--- src/rtl/addsub_rr_scheduler.sv ---
// -----------------------------------------------------------------------------
// addsub_rr_scheduler
// Round-robin scheduler that shares one unsigned add/subtract unit (with zero
// and carry/borrow flags) among NUM_REQ requesters. A request is granted in
// IDLE, its operands are computed in a registered EXEC stage, and the result
// is held on a valid/ready response port until the consumer accepts it.
//
// Ports
//   clk        rising-edge clock
//   areset     asynchronous reset, active-high
//   req_valid  per-requester request
//   req_sub    per-requester op select (0: a+b, 1: a-b)
//   req_a      operand A, requester i at [i*WIDTH +: WIDTH]
//   req_b      operand B, same packing
//   req_ready  one-hot grant (combinational, IDLE only)
//   rsp_valid  response valid
//   rsp_ready  consumer accepts response
//   rsp_id     requester index that issued the op
//   rsp_out    result modulo 2^WIDTH
//   rsp_zero   1 iff rsp_out == 0
//   rsp_carry  add: carry out; sub: borrow (a < b)
//   busy       scheduler not idle
//   op_count   completed responses, wraps
// -----------------------------------------------------------------------------
module addsub_rr_scheduler #(
    parameter int unsigned NUM_REQ = 4,
    parameter int unsigned WIDTH   = 8,
    parameter int unsigned ID_W    = $clog2(NUM_REQ),
    parameter int unsigned CNT_W   = 16
) (
    input  logic                     clk,
    input  logic                     areset,
    input  logic [NUM_REQ-1:0]       req_valid,
    input  logic [NUM_REQ-1:0]       req_sub,
    input  logic [NUM_REQ*WIDTH-1:0] req_a,
    input  logic [NUM_REQ*WIDTH-1:0] req_b,
    output logic [NUM_REQ-1:0]       req_ready,
    output logic                     rsp_valid,
    input  logic                     rsp_ready,
    output logic [ID_W-1:0]          rsp_id,
    output logic [WIDTH-1:0]         rsp_out,
    output logic                     rsp_zero,
    output logic                     rsp_carry,
    output logic                     busy,
    output logic [CNT_W-1:0]         op_count
);

    typedef enum logic [1:0] {
        ST_IDLE = 2'd0,
        ST_EXEC = 2'd1,
        ST_RESP = 2'd2
    } state_t;

    state_t             r_state;
    logic [ID_W-1:0]    r_rr_ptr;
    logic [WIDTH-1:0]   r_a;
    logic [WIDTH-1:0]   r_b;
    logic               r_sub;
    logic               r_rsp_valid;
    logic [ID_W-1:0]    r_rsp_id;
    logic [WIDTH-1:0]   r_rsp_out;
    logic               r_rsp_zero;
    logic               r_rsp_carry;
    logic               r_busy;
    logic [CNT_W-1:0]   r_op_count;

    logic               w_found;
    logic [ID_W-1:0]    w_win_id;
    int unsigned        w_idx;
    logic [NUM_REQ-1:0] w_grant;
    logic [WIDTH-1:0]   w_sel_a;
    logic [WIDTH-1:0]   w_sel_b;
    logic               w_sel_sub;
    logic [WIDTH:0]     w_res;

    // Round-robin pick: first valid requester after the last winner, wrapping.
    always_comb begin
        w_found  = 1'b0;
        w_win_id = '0;
        w_idx    = 0;
        for (int unsigned k = 1; k <= NUM_REQ; k++) begin
            w_idx = (32'(r_rr_ptr) + k) % NUM_REQ;
            if (!w_found && req_valid[ID_W'(w_idx)]) begin
                w_found  = 1'b1;
                w_win_id = ID_W'(w_idx);
            end
        end
    end

    // Grant is only offered while idle.
    always_comb begin
        w_grant = '0;
        if (r_state == ST_IDLE && w_found) begin
            w_grant[w_win_id] = 1'b1;
        end
    end

    // Operand mux for the winner (constant slices keep the selects static).
    always_comb begin
        w_sel_a   = '0;
        w_sel_b   = '0;
        w_sel_sub = 1'b0;
        for (int unsigned j = 0; j < NUM_REQ; j++) begin
            if (ID_W'(j) == w_win_id) begin
                w_sel_a   = req_a[j*WIDTH +: WIDTH];
                w_sel_b   = req_b[j*WIDTH +: WIDTH];
                w_sel_sub = req_sub[j];
            end
        end
    end

    // One extra bit captures carry on add and borrow on subtract.
    always_comb begin
        if (r_sub) begin
            w_res = {1'b0, r_a} - {1'b0, r_b};
        end else begin
            w_res = {1'b0, r_a} + {1'b0, r_b};
        end
    end

    // Scheduler FSM with registered response outputs.
    always_ff @(posedge clk or posedge areset) begin
        if (areset) begin
            r_state     <= ST_IDLE;
            r_rr_ptr    <= ID_W'(NUM_REQ - 1);
            r_a         <= '0;
            r_b         <= '0;
            r_sub       <= 1'b0;
            r_rsp_valid <= 1'b0;
            r_rsp_id    <= '0;
            r_rsp_out   <= '0;
            r_rsp_zero  <= 1'b0;
            r_rsp_carry <= 1'b0;
            r_busy      <= 1'b0;
            r_op_count  <= '0;
        end else begin
            case (r_state)
                ST_IDLE: begin
                    if (w_found) begin
                        r_a      <= w_sel_a;
                        r_b      <= w_sel_b;
                        r_sub    <= w_sel_sub;
                        r_rr_ptr <= w_win_id;
                        r_busy   <= 1'b1;
                        r_state  <= ST_EXEC;
                    end
                end
                ST_EXEC: begin
                    r_rsp_out   <= w_res[WIDTH-1:0];
                    r_rsp_zero  <= (w_res[WIDTH-1:0] == '0);
                    r_rsp_carry <= w_res[WIDTH];
                    r_rsp_id    <= r_rr_ptr;
                    r_rsp_valid <= 1'b1;
                    r_state     <= ST_RESP;
                end
                ST_RESP: begin
                    if (rsp_ready) begin
                        r_rsp_valid <= 1'b0;
                        r_busy      <= 1'b0;
                        r_op_count  <= r_op_count + CNT_W'(1);
                        r_state     <= ST_IDLE;
                    end
                end
                default: begin
                    r_state <= ST_IDLE;
                end
            endcase
        end
    end

    assign req_ready = w_grant;
    assign rsp_valid = r_rsp_valid;
    assign rsp_id    = r_rsp_id;
    assign rsp_out   = r_rsp_out;
    assign rsp_zero  = r_rsp_zero;
    assign rsp_carry = r_rsp_carry;
    assign busy      = r_busy;
    assign op_count  = r_op_count;

endmodule

--- config.mk ---
export PLATFORM = sky130hd
export DESIGN_NAME = addsub_rr_scheduler
export DESIGN_NICKNAME = d
export VERILOG_FILES = /design/src/rtl/addsub_rr_scheduler.sv
export SDC_FILE = /design/constraint.sdc
export NUM_CORES = 1
export LEC_CHECK = 0
export CORE_MARGIN = 1
export CORE_UTILIZATION = 44
export DETAILED_ROUTE_END_ITERATION = 6
export GPL_ROUTABILITY_DRIVEN = 0
export PLACE_DENSITY = 0.78
export SYNTH_ARGS = -nofsm -noshare
export SYNTH_HDL_FRONTEND = slang
export SYNTH_SLANG_ARGS = --single-unit
--- constraint.sdc ---
create_clock -name clk -period 3.88 [get_ports clk]
set_input_delay 0.776 -clock clk [delete_from_list [all_inputs] [get_ports clk]]
set_output_delay 0.776 -clock clk [all_outputs]
set_load 0.01 [all_outputs]
==> flow_summary.toml, run 1 <==
[status]
status = "finished clean"

[yosys]
postSynthCellCount = 354
synth_most_common_cell = "dfrtp_1"
netlist_area_sq_mm = 0.00317
ys_types = 49
synth_top_cell_by_area = "dfrtp_1"
ys_ff_latch = 51
synth_commonest_cells = "dfrtp_1 (49), nand2_1 (46), a211oi_1 (37)"
yosys-top-cells-area = "dfrtp_1 (39%), a211oi_1 (8.8%), and3_1 (7.1%)"
synthFlopType = "dfrtp_1"
synth_edf_count = 0
syn-num-nets = 440
syn_area_per_cell_sq_um = 8.96
netlist.area_leader.share = 0.386
synth-warning-count = 0
ys_seq_area_frac = 0.403
async_flop_share = 1.00

[setup_path]
crit_path_end_kind = "output pin"
crit_end = "req_ready[2]"
path_max_fanout = 12
crit_arrival_ps = 2780
crit_path_start = "req_valid[3]"
start_kind = "primary input"
ff2ff_path_depth = 9
r2r_end = "rsp_zero"
timing.rr.start = "r_b[2]"
critPathKind = "in -> out"
required_ps = 3100
r2r_slack_ps = 960

[cells_and_area]
finalInstanceArea_sq_mm = 0.00445
seq_area_sq_mm = 0.00128
drive_above_1_share = 0.0507
n_antenna_cell = 0
multi_input_area_sq_mm = 0.00178
area_growth_pct = 40.3
fin_nets = 539
fillerInstances = 588

[cts]
cts_buffers = 5
cts_max_level = 2
cts_tree = "done"
hold_buffers = 0
clock_path_buffers = 2
cts_sinks = 51
cts-root-buf = "clkbuf_8"
cts_setup_buffers = 0
cts_resized = 0
clk_pin_slew_ps = 90
clock_latency_ps = 310

[timing]
hold_viol = 0
rsz0062_at_grt = "false"
slew_violations = 0
fin_crit_ps = 3550
skew_ps = 14.6
setup_tns_ps = 0
worstMarginPinSlew_ps = 1020
slew_headroom = 0.321
max_freq_mhz = 281
final-setup-viol-count = 0
period_share = 0.916

[die]
dieHeight_um = 86.9
die_area_sq_mm = 0.00756
rows = 30
initial_core_util = 0.462
core_sq_mm = 0.00687
dieWidth_um = 86.9
pin_count = 109

[global_routing]
antenna_found_initial = 0
grt_overflow = 0
grt_pass1_wl_um = 13000
grt_max_degree = 52
grt_pass1_vias = 2936
track_usage = 0.216

[placement]
io_buffers = 108
hpwl_um = 6000
placed_area_sq_mm = 0.00434

[power_and_ir_drop]
vdd_drop_max_mv = 0.366
leakagePower_nw = 1.92
power_density_mw_per_mm2 = 823

[route]
wl_um = 7810
drtIter0Drc = 131
ant_nets = 0
vias = 2915
drc = 0
via_per_inst = 5.30
wl_per_cell_um = 14.2
drtPass1Iterations = 4

[flow_run]
maxCapViolCount = 0

[hold_path]
holdPathStages = 1
hold_path.class = "reg -> reg"
## through the flow
step	cells	utilization	hold WS [ps]	total power [mW]	setup WS, ps
global placement	542	0.632	459	3.21	437
finish	550	0.648	481	3.66	327
floorplan	354	-	449	2.59	1150
global route	550	0.648	512	3.99	198
CTS	550	0.648	482	3.68	330
detailed placement	542	0.632	464	3.29	357
## worst min-delay path by stage
stage	end	start	slack [ps]
2_1_floorplan	r_a[0]	r_a[0]	450
3_3_place_gp	rsp_id[1]	rsp_id[1]	460
3_5_place_dp	rsp_id[0]	rsp_id[0]	460
4_1_cts	op_count[15]	op_count[15]	480
5_1_grt	op_count[15]	op_count[15]	510
6_report	op_count[15]	op_count[15]	480
## routing by layer
layer | vias to the layer above | global-route usage | wire (um)
met5 | - | 0 | 0
met4 | 0 | 0.0515 | 63
met3 | 5 | 0.0370 | 367
met2 | 89 | 0.358 | 3610
met1 | 1327 | 0.295 | 3770
li1 | 1494 | - | -
## area by class of cell
| type | count | share of cell area |
|---|---|---|
| clock buffer | 5 | 0.0155 |
| clock inverter | 3 | 0.0104 |
| inverter | 10 | 0.00843 |
| multi-input combinational | 271 | 0.399 |
| sequential | 51 | 0.287 |
| tap | 96 | 0.0270 |
| timing repair buffer | 114 | 0.253 |
## logic make-up (layout without fill, tap and decap cells)
kind of cell               after synthesis  count (layout)  share of synthesized area
DFF                                     51              51                      0.403
muxes                                    1               1                    0.00355
AOI/OAI and AO/OA                       94              94                      0.213
adders and majority gates               11              11                     0.0457
and+or+nand+nor                        142             142                      0.233
buffers and inverters                   32             132                     0.0390
xor gates and xnor gates                23              23                     0.0635
## cell usage in the layout, fill, tap and decap left out, types with 2 or more instances in the layout
cell / instances
a211o_1: 2
a211oi_1: 36
a21oi_1: 7
a31oi_1: 2
a41oi_1: 2
and3_1: 36
and4_1: 2
buf_4: 6
clkbuf_8: 5
clkdlybuf4s50_1: 108
dfrtp_1: 49
dfstp_2: 2
ha_1: 10
inv_1: 9
nand2_1: 46
nand2b_1: 9
nand3_1: 7
nand4_1: 2
nor2_1: 23
nor3_1: 4
o211ai_1: 3
o21ai_0: 7
o21ai_1: 5
o31ai_1: 20
xnor2_1: 17
xor2_1: 6
## power breakdown
part	total, mW	leakage, nW	switching (mW)	internal, mW
registers	0.940	0.634	0.190	0.750
clock network	0.377	0.0548	0.183	0.194
logic	2.35	1.23	1.25	1.10
total	3.66	1.92	1.62	2.05
## worst max-delay path, cell delays in order
cell and delay (ps):
clkdlybuf4s50_1 520, nand2b_1 100, o211ai_1 140, nand2_1 310, nor3_1 340, clkdlybuf4s50_1 580
## flip-flops by register name, indices dropped and copies added (netlist names)
name	flops
op_count	16
r_state	2
r_sub	1
rsp_valid	1
r_a	8
rsp_out	8
rsp_carry	1
r_b	8
busy	1
r_rr_ptr	2
rsp_id	2
rsp_zero	1
(Power assumes the default switching activity.)
==> inputs of run 2 (changes only) <==
Settings changed: CORE_ASPECT_RATIO from default to 1.25, CTS_CLUSTER_SIZE from default to 25, PLACE_DENSITY 0.78 to 0.81.
==> flow_summary.toml, run 2 (synthesis gave the netlist of run 1 again) <==
[cells_and_area]
area_growth_pct = 39.4
finalInstanceArea_sq_mm = 0.00442
fillerInstances = 603
postLayoutCoreUtil = 0.634
n_antenna_cell = 0
final_common_cell = "clkdlybuf4s50_1"
fin_nets = 539
drive_above_1_share = 0.0507
final_cells = 544
layout_common_cells = "clkdlybuf4s50_1 (108), dfrtp_1 (49), nand2_1 (46)"
largest_reg_flops = 16

[power_and_ir_drop]
p_total_mw = 3.56
power_density_mw_per_mm2 = 805
leakagePower_nw = 1.90
vdd_drop_max_mv = 0.338

[cts]
clk_pin_slew_ps = 100
cts_sinks = 51
cts_resized = 0
cts-root-buf = "clkbuf_8"
cts_tree = "done"
clock_path_buffers = 2
hold_buffers = 0
clock_latency_ps = 320
cts_max_level = 2
cts_setup_buffers = 0
cts_buffers = 5

[placement]
placed_area_sq_mm = 0.00433
io_buffers = 108
dp_cells = 536
hpwl_um = 5720
place_ws_ps = 539

[route]
wl_per_cell_um = 13.2
vias = 2950
drtIter0Drc = 135
met3WireLength_um = 297
top_layer = "met4"
wl_met1_um = 3010
via_per_inst = 5.42
drtPass1Iterations = 4
drc = 0
ant_nets = 0
wl_met2_um = 3700
wl_um = 7190

[global_routing]
grt_max_degree = 52
grt_pass1_wl_um = 12500
grt_pass1_vias = 2871
antenna_found_initial = 0
grt_overflow = 0
track_usage = 0.203

[status]
status = "finished clean"

[timing]
worst_slack_ps = 520
hold-worst-slack_ps = 483
worstMarginPinSlew_ps = 1020
period_share = 0.866
hold_viol = 0
final-setup-viol-count = 0
rsz0062_at_grt = "false"
setup_tns_ps = 0
slew_violations = 0
slew_headroom = 0.319
skew_ps = 13.1
fin_crit_ps = 3360
max_freq_mhz = 298

[setup_path]
required_ps = 3100
crit_path_end_kind = "output pin"
r2r_end = "rsp_zero"
ff2ff_path_depth = 9
r2r_slack_ps = 920
start_kind = "primary input"
timing.rr.start = "r_b[3]"
path_max_fanout = 4
critPathKind = "in -> out"
crit_arrival_ps = 2580

[die]
dieWidth_um = 78.0
initial_core_util = 0.455
core_sq_mm = 0.00698
pin_count = 109
die_area_sq_mm = 0.00756
rows = 34
dieHeight_um = 96.9

[hold_path]
holdCritStartpoint = "op_count[15]"
min_to = "op_count[15]"
hold_path.class = "reg -> reg"
holdPathStages = 1

[flow_run]
maxCapViolCount = 0
==> run 2: final cells by class <==
type	count	area, sq um	area share
clock inverter	3	23.8	0.00537
inverter	10	37.5	0.00849
sequential	51	1280	0.289
tap	90	113	0.0255
clock buffer	5	68.8	0.0156
multi-input combinational	271	1780	0.401
timing repair buffer	114	1130	0.255
==> run 2: layer usage <==
layer	track usage	up-vias
met4	0.0926	0
li1	-	1497
met5	0	-
met3	0.0283	13
met1	0.236	1348
met2	0.365	92
==> run 2: how the worst max path moves through the flow <==
| stage | start | end | slack (ps) | cells past startpoint |
|---|---|---|---|---|
| 2_1_floorplan | r_b[3] | rsp_zero | 1150 | 9 |
| 3_3_place_gp | req_valid[2] | req_ready[2] | 590 | 6 |
| 3_5_place_dp | req_valid[1] | req_ready[1] | 540 | 6 |
| 4_1_cts | req_valid[1] | req_ready[1] | 510 | 6 |
| 5_1_grt | req_valid[1] | req_ready[1] | 450 | 6 |
| 6_report | req_valid[1] | req_ready[1] | 520 | 6 |
==> run 2: where the power goes <==
group          leakage [nW]  total, mW  internal (mW)  switching, mW
sequential            0.634      0.941          0.751          0.191
combinational          1.23       2.30           1.10           1.20
clock                0.0408      0.317          0.129          0.187
total                  1.90       3.56           1.98           1.58
==> run 2: worst max-delay path, stage by stage <==
cell and delay, ps:
clkdlybuf4s50_1 530, nor2_1 80, nor3_1 300, a211o_1 190, and3_1 170, clkdlybuf4s50_1 530
==> inputs of run 3 (changes only) <==
==> constraint.sdc (replaced) <==
create_clock -name clk -period 3.88 [get_ports clk]
set_input_delay 0.582 -clock clk [delete_from_list [all_inputs] [get_ports clk]]
set_output_delay 0.582 -clock clk [all_outputs]
set_load 0.01 [all_outputs]
==> flow_summary.toml, run 3 (synthesis gave the netlist of run 1 again) <==
[setup_path]
required_ps = 3300
ff2ff_path_depth = 9
start_kind = "primary input"
critPathKind = "in -> out"
r2r_slack_ps = 930
crit_path_end_kind = "output pin"
cp_top_family = "buffers and inverters"
crit_buf_inv = 3
slowest_delay_ps = 580
cp_cell_sequence = "clkdlybuf4s50_1 > nand2b_1 > o211ai_1 > buf_4 > nand2_1 > nor3_1 > clkdlybuf4s50_1"
slowest_stage = "clkdlybuf4s50_1"
r2r_end = "rsp_zero"
cpMostUsedCell = "clkdlybuf4s50_1"
timing.rr.start = "r_b[2]"
path_max_fanout = 35
crit_arrival_ps = 2600

[global_routing]
track_usage = 0.201
grt_pass1_wl_um = 12300
grt_overflow = 0
antenna_found_initial = 0
grt_max_degree = 52
grt_pass1_vias = 2886

[timing]
fin_crit_ps = 3180
skew_ps = 19.3
slew_headroom = 0.315
hold_viol = 0
max_freq_mhz = 314
setup_tns_ps = 0
worstMarginPinSlew_ps = 1030
final-setup-viol-count = 0
slew_violations = 0
rsz0062_at_grt = "false"
period_share = 0.820

[hold_path]
holdCritStartpoint = "op_count[15]"
hold_path.class = "reg -> reg"
holdPathStages = 1
min_to = "op_count[15]"

[cells_and_area]
layout_common_cells = "clkdlybuf4s50_1 (108), dfrtp_1 (49), nand2_1 (46)"
final_cells = 544
largest_reg_flops = 16
area_growth_pct = 39.5
drive_above_1_share = 0.0507
n_antenna_cell = 0
fillerInstances = 619
finalInstanceArea_sq_mm = 0.00443
fin_nets = 539
final_common_cell = "clkdlybuf4s50_1"

[status]
status = "finished clean"

[route]
wl_um = 7400
ant_nets = 0
wl_per_cell_um = 13.6
drtPass1Iterations = 4
drc = 0
vias = 3015
via_per_inst = 5.54
drtIter0Drc = 112

[die]
pin_count = 109
core_sq_mm = 0.00698
dieHeight_um = 96.9
die_area_sq_mm = 0.00756
rows = 34
dieWidth_um = 78.0
initial_core_util = 0.455

[cts]
cts-root-buf = "clkbuf_8"
hold_buffers = 0
clock_latency_ps = 320
cts_sinks = 51
cts_tree = "done"
clock_path_buffers = 2
cts_setup_buffers = 0
cts_resized = 0
cts_buffers = 5
clk_pin_slew_ps = 90
cts_max_level = 2

[power_and_ir_drop]
power_density_mw_per_mm2 = 808
leakagePower_nw = 1.91
vdd_drop_max_mv = 0.353

[flow_run]
maxCapViolCount = 0

[placement]
placed_area_sq_mm = 0.00433
dp_cells = 536
io_buffers = 108
hpwl_um = 5840
run 3: routing by layer:
metal,vias to the layer above,wire length (um),global-route usage
met5,-,0,0
met4,0,143,0.0769
met3,14,308,0.0274
met2,97,3820,0.376
met1,1402,3130,0.225
li1,1502,-,-
run 3: worst max path at each step:
stage                 startpoint            to  depth (start not counted)  slack [ps]
floorplan                 r_b[3]      rsp_zero                          9        1150
global placement    req_valid[2]  req_ready[2]                          7         810
detailed placement  req_valid[3]  req_ready[3]                          7         710
CTS                 req_valid[3]  req_ready[3]                          7         700
global route        req_valid[1]  req_ready[3]                          7         580
finish              req_valid[3]  req_ready[3]                          7         700
run 3: stage by stage:
stage | utilization | hold slack [ps] | setup slack [ps] | total power [mW]
6_report | 0.634 | 477 | 699 | 3.58
5_1_grt | 0.634 | 519 | 580 | 3.90
4_1_cts | 0.634 | 483 | 704 | 3.59
3_5_place_dp | 0.621 | 466 | 711 | 3.27
3_3_place_gp | 0.621 | 462 | 808 | 3.17
2_1_floorplan | - | 449 | 1150 | 2.59
run 3: final cells by class:
class | count | area, sq um | share of cell area
Clock buffer | 5 | 68.8 | 0.0155
Clock inverter | 3 | 26.3 | 0.00594
Inverter | 10 | 37.5 | 0.00848
Multi-Input combinational cell | 271 | 1780 | 0.401
Sequential cell | 51 | 1280 | 0.289
Tap cell | 90 | 113 | 0.0254
Timing Repair Buffer | 114 | 1130 | 0.254
run 3: power by group:
part	total, mW	switching (mW)	internal, mW	leakage (nW)
Sequential	0.939	0.188	0.750	0.634
Clock	0.321	0.188	0.133	0.0491
Combinational	2.32	1.22	1.10	1.23
